--- src/rtl/ram_arbiter_pkg.sv ---
// ram_arbiter_pkg: shared FSM state encodings and requester port ids
package ram_arbiter_pkg;
  typedef enum logic [1:0] {IDLE = 2'd0, ISSUE = 2'd1, WAIT = 2'd2} state_e;
  typedef enum logic {PORT_I = 1'b0, PORT_D = 1'b1} port_e;
endpackage

--- src/rtl/ram_arbiter_rr_arb2.sv ---
// rr_arb2: combinational 2-way round-robin pick
//   req_i, req_d : requests from fetch and load/store ports
//   last_grant   : port granted most recently (state held by the caller)
//   valid        : at least one request present
//   grant        : winning port, the one not last granted on a tie
module rr_arb2
  import ram_arbiter_pkg::*;
(
  input  logic  req_i,
  input  logic  req_d,
  input  port_e last_grant,
  output logic  valid,
  output port_e grant
);
  assign valid = req_i | req_d;
  assign grant = (req_i & req_d) ? ((last_grant == PORT_I) ? PORT_D : PORT_I)
                                 : (req_d ? PORT_D : PORT_I);
endmodule

--- src/rtl/ram_arbiter.sv ---
// ram_arbiter: shares a single-port RAM between fetch (I) and load/store (D) ports
//   clk_25mhz, rst_n        : clock and async active-low reset
//   i_req/i_addr            : fetch request, answered by i_ack + i_rdata
//   d_req/d_we/d_addr/d_wdata : load/store request, answered by d_ack + d_rdata
//   mem_*                   : RAM command, one strobe per transaction; mem_rdata 1 cycle later
//   busy, conflict_cnt      : debug status, saturating count of IDLE cycles with both reqs
module ram_arbiter
  import ram_arbiter_pkg::*;
#(
  parameter int ADDR_WIDTH = 8,
  parameter int DATA_WIDTH = 32,
  parameter int CNT_WIDTH  = 16
) (
  input  logic                  clk_25mhz,
  input  logic                  rst_n,
  input  logic                  i_req,
  input  logic [ADDR_WIDTH-1:0] i_addr,
  output logic                  i_ack,
  output logic [DATA_WIDTH-1:0] i_rdata,
  input  logic                  d_req,
  input  logic                  d_we,
  input  logic [ADDR_WIDTH-1:0] d_addr,
  input  logic [DATA_WIDTH-1:0] d_wdata,
  output logic                  d_ack,
  output logic [DATA_WIDTH-1:0] d_rdata,
  output logic                  mem_en,
  output logic                  mem_we,
  output logic [ADDR_WIDTH-1:0] mem_addr,
  output logic [DATA_WIDTH-1:0] mem_wdata,
  input  logic [DATA_WIDTH-1:0] mem_rdata,
  output logic                  busy,
  output logic [CNT_WIDTH-1:0]  conflict_cnt
);
  state_e                state_q, state_d;
  port_e                 last_q, last_d, gnt_q, gnt_d, arb_gnt;
  logic                  arb_valid;
  logic                  we_q, we_d, mem_en_q, mem_en_d, i_ack_q, i_ack_d, d_ack_q, d_ack_d;
  logic [ADDR_WIDTH-1:0] addr_q, addr_d;
  logic [DATA_WIDTH-1:0] wdata_q, wdata_d;
  logic [CNT_WIDTH-1:0]  cnt_q, cnt_d;
  logic                  take;
  rr_arb2 u_arb (
    .req_i      (i_req),
    .req_d      (d_req),
    .last_grant (last_q),
    .valid      (arb_valid),
    .grant      (arb_gnt)
  );
  assign take = (state_q == IDLE) && arb_valid;
  always_comb begin
    state_d  = (state_q == IDLE) ? (arb_valid ? ISSUE : IDLE) : (state_q == ISSUE) ? WAIT : IDLE;
    last_d   = take ? arb_gnt : last_q;
    gnt_d    = take ? arb_gnt : gnt_q;
    we_d     = take ? ((arb_gnt == PORT_D) & d_we) : we_q;
    addr_d   = take ? ((arb_gnt == PORT_D) ? d_addr : i_addr) : addr_q;
    wdata_d  = take ? ((arb_gnt == PORT_D) ? d_wdata : '0) : wdata_q;
    mem_en_d = take;
    i_ack_d  = (state_q == ISSUE) && (gnt_q == PORT_I);
    d_ack_d  = (state_q == ISSUE) && (gnt_q == PORT_D);
    cnt_d    = ((state_q == IDLE) && i_req && d_req && !(&cnt_q)) ? cnt_q + CNT_WIDTH'(1) : cnt_q;
  end
  always_ff @(posedge clk_25mhz or negedge rst_n) begin
    if (!rst_n) begin
      state_q  <= IDLE;
      last_q   <= PORT_D;
      gnt_q    <= PORT_I;
      we_q     <= 1'b0;
      addr_q   <= '0;
      wdata_q  <= '0;
      mem_en_q <= 1'b0;
      i_ack_q  <= 1'b0;
      d_ack_q  <= 1'b0;
      cnt_q    <= '0;
    end else begin
      state_q  <= state_d;
      last_q   <= last_d;
      gnt_q    <= gnt_d;
      we_q     <= we_d;
      addr_q   <= addr_d;
      wdata_q  <= wdata_d;
      mem_en_q <= mem_en_d;
      i_ack_q  <= i_ack_d;
      d_ack_q  <= d_ack_d;
      cnt_q    <= cnt_d;
    end
  end
  assign mem_en       = mem_en_q;
  assign mem_we       = mem_en_q & we_q;
  assign mem_addr     = addr_q;
  assign mem_wdata    = wdata_q;
  assign i_ack        = i_ack_q;
  assign d_ack        = d_ack_q;
  // RAM read data only exists in WAIT, so it is gated through rather than registered
  assign i_rdata      = (i_ack_q && !we_q) ? mem_rdata : '0;
  assign d_rdata      = (d_ack_q && !we_q) ? mem_rdata : '0;
  assign busy         = state_q != IDLE;
  assign conflict_cnt = cnt_q;
endmodule
--- config.mk ---
export PLATFORM = sky130hd
export DESIGN_NAME = ram_arbiter
export DESIGN_NICKNAME = d
export VERILOG_FILES = /design/src/rtl/ram_arbiter_pkg.sv /design/src/rtl/ram_arbiter_rr_arb2.sv /design/src/rtl/ram_arbiter.sv
export SDC_FILE = /design/constraint.sdc
export NUM_CORES = 1
export LEC_CHECK = 0
export CORE_ASPECT_RATIO = 0.75
export CORE_MARGIN = 4
export CORE_UTILIZATION = 24
export DETAILED_ROUTE_END_ITERATION = 6
export PLACE_DENSITY = 0.62
export SETUP_SLACK_MARGIN = 0.5
export SLEW_MARGIN = 25
export SYNTH_ARGS = -nofsm -noshare
export SYNTH_HDL_FRONTEND = slang
export SYNTH_SLANG_ARGS = --single-unit
--- constraint.sdc ---
create_clock -name clk_25mhz -period 1.9 [get_ports clk_25mhz]
set_input_delay 0.38 -clock clk_25mhz [delete_from_list [all_inputs] [get_ports clk_25mhz]]
set_output_delay 0.38 -clock clk_25mhz [all_outputs]
set_load 0.01 [all_outputs]
Yosys cells after proc, flatten, opt, wreduce, memory -nomap -nowiden:

Index checks and enable logic that the tools add are counted.

* bits in registers: 64
* bits in latches: 0
* memory bits (writable): 0
* bits in read-only memories: 0
* input port bits: 85
* output and inout port bits: 125
* logic and storage cells: 40
* memories: 0

* $add $sub $neg: 1
* multiply operators: 0
* div/mod/pow operators: 0
* magnitude comparators: 0
* eq/ne operators: 1
* shift-type cells: 0
* muxes and demuxes: 10
* bitwise operators: 5
* reduce and logical (&&, ||, !) cells: 13

Operators by type and width (number)
* 32-bit two-way mux: 3
* 16-bit by 1-bit adder with 16-bit output (second input constant): 1
* 16-bit AND reduction: 1
* 1-bit logical AND: 8
* 8-bit two-way mux: 1
* 1-bit two-way mux: 4
* 2-bit two-way mux: 2
* 1-bit bitwise AND: 3
* 2-bit by 1-bit equality test with 1-bit output (second input constant): 1
* 1-bit zero test: 2
* 2-bit zero test: 1
* 2-bit nonzero test: 1
* 1-bit NOT: 1
* 1-bit bitwise OR: 1

Longest topological paths before layout:

Gate-level depths: netlist of the first run.

* depth in word-level cells: 4
* gate-level depth with buffers: 6

By module:

Synthesis of the first run repeated with hierarchy kept, for this count alone.

* cells, all modules: 347
* area, all modules: 3135.5 um^2

Modules (own cells, without submodules)
* ram_arbiter: instances 1, cells an instance 345, area each 3121.7 um^2, sequential area each 1577.8 um^2
* rr_arb2: instances 1, cells an instance 2, area each 13.8 um^2, sequential area each 0.0 um^2

Worst setup path after synthesis of the first run:

OpenSTA, ideal clock, no wires.

* path kind: flip-flop to flip-flop
* start: reg cnt_q[3] (netlist: conflict_cnt[3])
* end: reg cnt_q[1] (netlist: conflict_cnt[1])
* library setup time: 0.125 ns
* arrival: 1.729 ns
* required time: 1.775 ns
* slack: 0.046 ns
* stages on the path, launching flop included: 6
* cell sequence: dfrtp_1 > nand4_2 > or4_4 > buf_6 > and2_4 > mux2_4

* word-level cells in the longest chain between the ends: 3

Ends and longest elaborated chain
* start: declaration: RTL line ram_arbiter.sv:40 `logic [CNT_WIDTH-1:0] cnt_q, cnt_d;`
* start signal: assignment: RTL line ram_arbiter.sv:84 `cnt_q <= cnt_d;`
* 16-bit AND reduction: RTL line ram_arbiter.sv:60 `cnt_d = ((state_q == IDLE) && i_req && d_req && !(&cnt_q)) ? cnt_q + CNT_WIDTH'(1) : cnt_q;`
* 1-bit zero test: RTL line ram_arbiter.sv:60
* 1-bit logical AND: RTL line ram_arbiter.sv:60

Every way passes these cells.
A chain may end at the register's enable or synchronous reset.

Worst setup path after layout of the first run:

* start: reg we_q
* end: out i_rdata[27]

* word-level cells in the longest chain between the ends: 3

Ends and longest elaborated chain
* start: declaration: RTL line ram_arbiter.sv:37 `logic we_q, we_d, mem_en_q, mem_en_d, i_ack_q, i_ack_d, d_ack_q, d_ack_d;`
* start signal: assignment: RTL line ram_arbiter.sv:78 `we_q <= we_d;`
* 1-bit zero test: RTL line ram_arbiter.sv:94 `assign i_rdata = (i_ack_q && !we_q) ? mem_rdata : '0;`
* 1-bit logical AND: RTL line ram_arbiter.sv:94
* 32-bit two-way mux: RTL line ram_arbiter.sv:94
* end: declaration: RTL line ram_arbiter.sv:19 `output logic [DATA_WIDTH-1:0] i_rdata,`

Every way passes these cells.

==> run summary, run 1 <==
FP Rows: 34
TritonRoute pass-1 iters: 4
Setup violators final: 0
Number of synthesized register bits: 63
Max rail drop VDD: 0.825 mV
Final hold slack: 0.0543 ns
Clk slew on worst S/H paths: 0.06 ns
Initial antenna violation count: 0
Largest net degree at the start of global routing: 64
Die W: 137 microns
Hold Path Class: input pin to asynchronous set/reset pin
Cell variety after synth: 36
Clock skew: 0.00865 ns
Fin nets: 666
Starting Density: 25.1%
Filler instances: 896
Mean Syn Cell Area: 11.0 sq um
Routed Antenna Nets: 0
Cells on worst reg2reg path: 5
Final setup TNS: 0 ns
Sequential-to-total area share from yosys stat: 53.1%
Iteration-0 DRC Markers: 105
Total CTS buffers: 9
Share of layout cells above drive strength 1: 56.1%
Hold Vio Cnt, Final: 0
WL per Instance: 18.1 microns
Pre-CTS setup slack: -0.0423 ns
Via density: 4.54
Synthesized area: 2970 sq um
Ys async rst share: 100%
Reg-to-reg endpoint: conflict_cnt[1]
Ant diodes: 0
H-Tree Depth: 3
Pwr dens: 1330 nW/um^2
Reg2reg start: conflict_cnt[1]
Port Buffers: 209
Main flop type after synthesis: dfrtp_1
GPL Wtd Cong: 0.733
Setup crit start kind: register
CP endpoint kind: output pin
CTS Sinks: 63
Status: complete, no violations
Final WL: 13500 microns
Maximum clock path buffer count: 2
RSZ-0062 raised after global routing: true
Final Max Slew Viols: 0
Routed vias: 3388
Slew HR: 77.6%
Crit path from: we_q
Post-DP HPWL: 7630 microns
Mapped Nets: 356
P_leak: 3.52 nW
R2R setup slack: 0.19 ns
Total global-route track usage: 16.7%
Warnings from Yosys: 0
Die height: 104 microns
Multi-input logic area: 1780 sq um
Final min period: 1.90 ns
Worst Path Max Fanout: 6
Core Util, Final: 62.1%
Post-synth EDFFs: 0
P&R area growth vs syn: 148%
Core area: 11900 sq um
Root buf cell: clkbuf_16
Fin crit share: 100%
Required time worst endpoint: 1.52 ns
Worst-Margin Slew: 0.336 ns
CTS tree: yes
Worst Path Arrival: 1.52 ns
I/O Pins: 210
Post-Syn Instances: 270
Die area: 14300 sq um
Setup ws final: 0.000165 ns
GR Overflow Total: 0
Cts hold-fix bufs: 0
Critical path capture point: i_rdata[27]
F_max: 526 MHz
Vias in the first global route: 3533
Kind of critical path: register to output pin
# DRC: 0
Reg area: 1580 sq um
First-pass GRT wire length: 18900 microns
Max-cap violations: 0
Worst-Skew Late Latency: 0.33 ns
==> layer usage <==
metal	GRT usage [%]	wire, microns
met1	18.4	5150
met2	30.6	7100
met3	5.22	1090
met4	4.53	204
met5	0	0
==> critical path: stages (launching register included) <==
cell and delay (ns):
dfrtp_2 0.44, nor2b_4 0.16, buf_6 0.11, buf_6 0.10, buf_4 0.11, and2_1 0.13
buf_2 0.13
==> Yosys cell counts, types with 3 or more instances <==
master / count / area [sq um]
dfrtp_1: 62 / 1550
o21ai_0: 9 / 45.0
nor2b_1: 6 / 37.5
mux2i_1: 8 / 80.1
nand3_1: 8 / 40.0
buf_2: 5 / 25.0
nand4_1: 5 / 31.3
nor2_1: 3 / 11.3
nand2_1: 14 / 52.6
xnor2_1: 9 / 78.8
and2_1: 67 / 419
clkbuf_1: 11 / 41.3
a22o_1: 33 / 289
==> logic make-up (layout without fill, tap and decap cells) <==
group,after synthesis,in the layout,synth area share (%)
multiplexers,11,11,3.95
flip-flops,63,63,53.1
adder cells (fa/ha/maj),1,1,0.421
AO/OA/AOI/OAI,51,51,13.5
buffers and inverters,19,334,2.86
AND/OR/NAND/NOR,114,114,23.0
XOR/XNOR,11,11,3.24
==> stage by stage <==
| step | total power, W | instances | area, sq um |
|---|---|---|---|
| after CTS | 0.00882 | 722 | 6480 |
| after global routing | 0.0103 | 747 | 7380 |
| after floorplan | 0.00372 | 270 | 3030 |
| after global placement | 0.00591 | 648 | 5430 |
| after detailed placement | 0.00595 | 648 | 5430 |
| final | 0.00982 | 747 | 7380 |
==> power breakdown <==
part | internal [W] | switching [W]
clock | 0.00104 | 0.000606
sequential | 0.00189 | 0.000374
combinational | 0.00367 | 0.00224
==> worst min-delay path by stage <==
stage	slack [ns]	from	end	cells after the start
2_1_floorplan	0.08	rst_n	conflict_cnt[0]	0
4_1_cts	0.06	rst_n	mem_addr[3]	2
3_5_place_dp	0.42	rst_n	mem_addr[3]	2
5_1_grt	0.08	rst_n	mem_addr[5]	2
6_report	0.05	rst_n	mem_addr[5]	2
3_3_place_gp	0.42	rst_n	mem_addr[1]	2
==> registers in the layout (all words and copies together), names as in the netlist <==
register,count
mem_wdata,32
conflict_cnt,16
mem_addr,8
state_q,2
d_ack,1
gnt_q,1
i_ack,1
last_q,1
we_q,1
==> layout make-up <==
type	count	area share (%)
Clock buffer	10	3.24
Clock inverter	6	0.814
Inverter	2	0.170
Multi-Input combinational cell	188	24.2
Sequential cell	63	21.5
Tap cell	162	2.75
Timing Repair Buffer	316	47.4
==> cells in the final DEF, fill, tap and decap left out, types with 2 or more instances in the layout <==
| cell type | n |
|---|---|
| a21o_1 | 2 |
| a22o_1 | 33 |
| and2_1 | 7 |
| and2_4 | 61 |
| buf_12 | 10 |
| buf_16 | 10 |
| buf_2 | 10 |
| buf_4 | 30 |
| buf_6 | 125 |
| buf_8 | 2 |
| clkbuf_16 | 12 |
| clkbuf_2 | 4 |
| clkdlybuf4s15_1 | 34 |
| clkdlybuf4s50_1 | 81 |
| clkinv_2 | 3 |
| clkinvlp_4 | 2 |
| dfrtp_1 | 58 |
| dfrtp_2 | 4 |
| dlygate4sd2_1 | 7 |
| mux2_4 | 3 |
| mux2i_1 | 8 |
| nand2_1 | 2 |
| nand2_4 | 11 |
| nand3_1 | 2 |
| nand3_2 | 4 |
| nand3_4 | 2 |
| nand4_1 | 5 |
| nor2_4 | 2 |
| nor2b_1 | 3 |
| nor2b_4 | 3 |
| nor3_4 | 2 |
| o21ai_2 | 7 |
| xnor2_1 | 6 |
| xnor2_2 | 3 |
| xor2_1 | 2 |
==> what timing repair did <==
| action | in CTS | in global routing |
|---|---|---|
| resized for setup | 519 | 191 |
| endpoints found under the setup margin | 184 | 171 |
| buffers inserted | 42 | 22 |
| cloned | 16 | 3 |
| pin swaps | 79 | 45 |
No activity file was read; power rests on OpenSTA's default activity.
==> run 2, diff against run 1 <==
Settings changed: PLACE_DENSITY 0.62 to 0.61, SYNTH_HIERARCHICAL from default to 1.
==> run 2 against run 1 <==
Design area shrank 3.6%; register-to-register slack gained 0.08 ns; synthesized area grew 5.4%; sequential share of layout area grew 0.93 points; critical endpoint is now d_rdata[19].
==> run summary, run 2 <==
Setup crit start kind: register
Top cell type's share of synthesized area: 49.5% (-2.7 points)
Via density: 4.50 (-0.80%)
Synth area leaders: dfrtp_1 49%, and2_1 13%, nand2_1 9.6%
Final hold slack: 0.0590 ns (+0.00470 ns)
Total CTS buffers: 9 (unchanged)
Initial antenna violation count: 4 (+4)
Synth area leader: dfrtp_1
Post-Syn Instances: 347 (+29%)
Reg-to-reg endpoint: conflict_cnt[1]
Post-synth EDFFs: 0 (unchanged)
Vias in the first global route: 3744 (+6.0%)
WL per Instance: 18.5 microns (+2.2%)
FP Rows: 35 (+2.9%)
Pre-CTS setup slack: -0.237 ns (-0.194 ns)
Reg2reg start: conflict_cnt[1]
Cts hold-fix bufs: 0 (unchanged)
Core area: 12500 sq um (+5.5%)
Max rail drop VDD: 0.637 mV (-23%)
Worst-Skew Late Latency: 0.33 ns (about the same)
Slowest CP cell: dfrtp_2
Setup ws final: 0.0453 ns (+0.0452 ns)
TritonRoute pass-1 iters: 4 (unchanged)
Main flop type after synthesis: dfrtp_1
Iteration-0 DRC Markers: 147 (+40%)
Cells on worst reg2reg path: 6 (+1)
Required time worst endpoint: 1.52 ns (about the same)
Setup violators final: 0 (unchanged)
Status: complete, no violations
CTS Sinks: 63 (unchanged)
Largest register FFs: 32 (unchanged)
Final WL: 14800 microns (+9.1%)
CTS tree: yes
P&R area growth vs syn: 127%
Final min period: 1.85 ns (-0.0452 ns)
Most used cell, CP: buf_6
Port Buffers: 209 (unchanged)
CP Cell Sequence: nor2b_4, buf_6, clkbuf_16, and2_4, buf_6
Placed cell area: 5560 sq um (+2.3%)
GR Overflow Total: 0 (unchanged)
Die area: 15000 sq um (+5.1%)
Largest net degree at the start of global routing: 64 (unchanged)
First-pass GRT wire length: 20100 microns (+6.1%)
Cell variety after synth: 36 (unchanged)
Worst-Margin Slew: 0.340 ns (+0.00396 ns)
Share of layout cells above drive strength 1: 44.7% (-11 points)
Synthesized area: 3140 sq um (+5.4%)
GPL Wtd Cong: 0.844 (+15%)
Sequential-to-total area share from yosys stat: 50.3% (-2.7 points)
# DRC: 0 (unchanged)
RSZ-0062 raised after global routing: true
Most common cell in the netlist: nand2_1
Worst path max stage delay: 0.44 ns (about the same)
Final setup TNS: 0 ns (unchanged)
Warnings from Yosys: 6 (+6)
F_max: 539 MHz (+2.4%)
Synth top cells by count: 80 x nand2_1, 66 x and2_1, 62 x dfrtp_1, 39 x nand3_1, 17 x clkbuf_1
Die W: 140 microns (+2.5%)
Most common cell after layout, fill and taps aside: buf_6
Clk slew on worst S/H paths: 0.06 ns (about the same)
Final Max Slew Viols: 0 (unchanged)
Worst Path Max Fanout: 8 (+2)
Commonest non-fill, non-tap cells in the layout: 102 x buf_6, 81 x clkdlybuf4s50_1, 78 x nand2_1
Ys async rst share: 100% (unchanged)
Hold Path Class: input pin to asynchronous set/reset pin
Mapped Nets: 433 (+22%)
Slew HR: 77.4% (-0.26 points)
Root buf cell: clkbuf_16
Clock skew: 0.00553 ns (-0.00312 ns)
Die height: 107 microns (+2.5%)
Pwr dens: 1280 nW/um^2 (-4.1%)
Starting Density: 25.0% (about the same)
P_leak: 3.36 nW (-4.5%)
Total power: 0.00908 W (-7.6%)
Number of synthesized register bits: 63 (unchanged)
Max-cap violations: 0 (unchanged)
I/O Pins: 210 (unchanged)
Hold Vio Cnt, Final: 0 (unchanged)
Kind of critical path: register to output pin
Mean Syn Cell Area: 9.04 sq um (-18%)
Routed Antenna Nets: 0 (unchanged)
R2R setup slack: 0.27 ns (+0.08 ns)
Post-DP HPWL: 9160 microns (+20%)
H-Tree Depth: 3 (unchanged)
Routed vias: 3586 (+5.8%)
Worst Path Arrival: 1.47 ns (-0.05 ns)
Fin nets: 708 (+6.3%)
Cell area after layout: 7110 sq um (-3.6%)
Total global-route track usage: 17.1% (+0.35 points)
CP endpoint kind: output pin
Fin crit share: 97.6% (-2.4 points)
Maximum clock path buffer count: 2 (unchanged)
[run 2: cell count changes after synthesis, moves of 5 or more]
cell      before  now
nand2_1       14   80
a22o_1        33    0
nand3_1        8   39
xor2_1         2   13
nor2_1         3   12
o21ai_0        9    0
xnor2_1        9    1
a21oi_1        2    8
clkbuf_1      11   17
buf_2          5    0
[run 2: layer usage]
layer / vias to the layer above / GRT usage (%) / part of all wire, %
li1: 1684 / - / -
met1: 1714 / 18.3 / 37
met2: 159 / 30.2 / 53
met3: 29 / 5.08 / 7.0
met4: 0 / 9.61 / 3.5
met5: - / 0 / 0
[run 2: cells by family (layout without fill, tap and decap cells)]
family          Yosys count  count (layout)  synth area share, %
buf+inv                  24             304                 3.23
simple gates            226             226                 37.2
other cells               0               4                    0
compound gates            9               9                 1.52
xor+xnor                 14              14                 3.91
flops                    63              63                 50.3
fa+ha+maj                 1               1                0.399
mux                      10              10                 3.39
[run 2: worst max-delay path by stage]
| stage | depth (start not counted) | from | to |
|---|---|---|---|
| floorplan | 6 | state_q[0] | conflict_cnt[14] |
| global placement | 5 | i_req | conflict_cnt[14] |
| detailed placement | 5 | i_req | conflict_cnt[14] |
| CTS | 5 | we_q | i_rdata[8] |
| global route | 5 | we_q | d_rdata[19] |
| finish | 5 | we_q | d_rdata[19] |
[run 2: worst max-delay path: cells and delay by family, from the launching register on]
| family | cells | cell delay (ns) |
|---|---|---|
| flip-flops | 1 | 0.44 |
| buffers and inverters | 3 | 0.40 |
| AND/OR/NAND/NOR | 2 | 0.31 |
[run 2: final cells by class]
cell class / instances / area [sq um]
Tap cell: 166 / 208
Antenna cell: 4 / 10.0
Fill cell: 1020 / 5420
Inverter: 3 / 23.8
Multi-Input combinational cell: 260 / 1870
Timing Repair Buffer: 285 / 3110
Clock buffer: 11 / 233
Sequential cell: 63 / 1590
Clock inverter: 5 / 58.8
[run 2: metrics by stage]
stage / utilization (%) / std cells
finish: 56.8 / 797
detailed placement: 44.4 / 717
global route: 56.8 / 797
floorplan: - / 347
global placement: 44.4 / 717
CTS: 51.1 / 775
[run 2: timing repair]
| item | 4_1_cts | 5_1_grt |
|---|---|---|
| endpoints found under the hold margin | 0 | 0 |
| resized for setup | 477 | 153 |
| setup buffers | 36 | 13 |
| pin swaps | 41 | 44 |
| gates cloned | 6 | 5 |
| endpoints found under the setup margin | 184 | 165 |
[run 2: where the power goes]
group	internal [W]	switching, W	leakage, nW
logic	0.00295	0.00225	2.44
clock network	0.00101	0.000588	0.136
registers	0.00190	0.000381	0.786
total	0.00586	0.00322	3.36
==> RTL change, RTL diff (flow settings as in run 2) <==
Reset style: synchronous (`rst_n`), changed in one clocked block. Comments in the files are not updated.
--- a/src/rtl/ram_arbiter.sv
+++ b/src/rtl/ram_arbiter.sv
@@ -59,7 +59,7 @@
     d_ack_d  = (state_q == ISSUE) && (gnt_q == PORT_D);
     cnt_d    = ((state_q == IDLE) && i_req && d_req && !(&cnt_q)) ? cnt_q + CNT_WIDTH'(1) : cnt_q;
   end
-  always_ff @(posedge clk_25mhz or negedge rst_n) begin
+  always_ff @(posedge clk_25mhz) begin
     if (!rst_n) begin
       state_q  <= IDLE;
       last_q   <= PORT_D;
Check against the original RTL: differs if rst_n is asserted again (counterexample within 4 cycles, from zero or initial values and one cycle with rst_n low); with rst_n held inactive, the same outputs for 10 cycles.
==> RTL change against run 2 <==
Area after synthesis is 9.1% lower; design area shrank 1.8%; routed wire length decreased by 10%; first-iteration DRC count decreased by 40%; setup slack gained 150 ps; sequential cell count unchanged; critical path type unchanged; highest routed layer unchanged.
Power is not compared: it rests on default switching activity, and its combinational part moved more than twofold at a synthesized area within 25%.
==> RTL change: results (changes against run 2) <==
synth_area_per_cell_um2: 9.31  # +3.1%
status: "completed"
cp_slowest_stage_delay_ps: 360  # -80 ps
num-fill-cells: 973  # -4.6%
grt_util_met2_pct: 29.0  # -1.1 points
kind_of_cell_adding_the_most_delay_to_the_critical_path: "buffers and inverters"
critPathSlowestCell: "dfxtp_4"
placement.cell_area_um2: 5340  # -3.9%
place_worst_setup_slack_ps: -355  # -118 ps
synthArstFlopShare_pct: 0  # -100 points
first_global_vias: 3403  # -9.1%
total_wirelength_mm: 13.2  # -10%
global_route_wire_length_before_repair_mm: 18.7  # -6.7%
drt-wirelength-per-cell_um: 17.4  # -5.9%
drt-initial-drc-count: 88  # -40%
count_of_cell_types_in_the_netlist: 38  # +5.6%
groute.layer.met3.usage_pct: 6.64  # +1.6 points
grtUsageMet1_pct: 20.9  # +2.6 points
synthTopCellsByArea: "dfxtp_1, and2_1, a22o_1, mux2i_1, a211oi_1"
grt_antenna_before_repair: 1  # -3
route.detailed.vias_per_inst: 4.67  # +3.8%
place_congestion: 0.885  # +4.9%
final_layout_size_suffix_gt1_share_pct: 50.1  # +5.4 points
largest_net_degree_at_the_start_of_global_routing: 24  # -63%
place_hpwl_mm: 8.36  # -8.7%
ys_dominant_reg_cell: "dfxtp_1"
hold_path_class: "reg2reg"
fin_worst_skew_ps: 10.2  # +4.64 ps
dpl.cell_count: 679  # -5.3%
global_router_s_overall_resource_usage_pct: 17.3  # +0.25 points
-- RTL change: cell count changes after synthesis, sizes merged, moves of 5 or more --
cell	run 2	this run
a211oi	0	8
a22o	0	32
dfrtp	62	0
dfxtp	0	63
mux2i	8	13
nand2	80	15
nand3	39	6
o21ai	0	5
o31ai	0	6
or4	0	6
xor2	13	0
-- RTL change: power by group --
| part | leakage [nW] | internal [mW] | switching, mW |
|---|---|---|---|
| clock | 0.156 | 1.19 | 0.599 |
| sequential | 0.527 | 1.37 | 0.0421 |
| combinational | 2.48 | 0.574 | 0.347 |
-- RTL change: what timing repair did --
item	4_1_cts	5_1_grt
cloned	11	3
hold endpoints to repair	0	0
resized for setup	462	121
pin swaps	42	51
setup endpoints to repair	184	130
buffers inserted	31	19
hold buffers	0	0
-- RTL change: worst paths after layout --
check / startpoint / endpoint / slack (ps) / cells after the start
setup / recovery: we_q / d_rdata[23] / 200 / 5
hold / removal: gnt_q / i_ack / 440 / 1
setup reg to reg: mem_en / conflict_cnt[10] / 240 / 4
hold reg to reg: gnt_q / i_ack / 440 / 1
-- RTL change: cells by family after synthesis --
group,share of synthesized area (%)
adders and majority gates,0.439
DFF,44.2
AOI/OAI and AO/OA,18.3
muxes,4.57
buffers and inverters,3.60
and+or+nand+nor,28.8
-- RTL change: cell type report --
| type | count | share of cell area (%) |
|---|---|---|
| inverters | 3 | 0.161 |
| multi-input cells | 220 | 28.3 |
| clock inverters | 6 | 1.29 |
| diodes | 1 | 0.0358 |
| flip-flops and latches | 63 | 18.9 |
| clock buffers | 10 | 3.42 |
| repair buffers | 295 | 45.0 |
| well taps | 162 | 2.90 |
-- RTL change: metrics by stage --
step	utilization [%]	setup TNS [ps]	power, mW
floorplan	-	0	1.67
global placement	46.0	-2830	2.08
detailed placement	46.0	-4330	2.09
CTS	53.9	0	4.05
global route	60.1	0	4.28
finish	60.1	0	4.12
-- RTL change: layer usage --
layer | vias to the layer above | part of all wire [%] | routed length [µm]
li1 | 1695 | - | -
met1 | 1691 | 41 | 5470
met2 | 148 | 49 | 6460
met3 | 14 | 8.3 | 1100
met4 | 0 | 1.7 | 224
met5 | - | 0 | 0
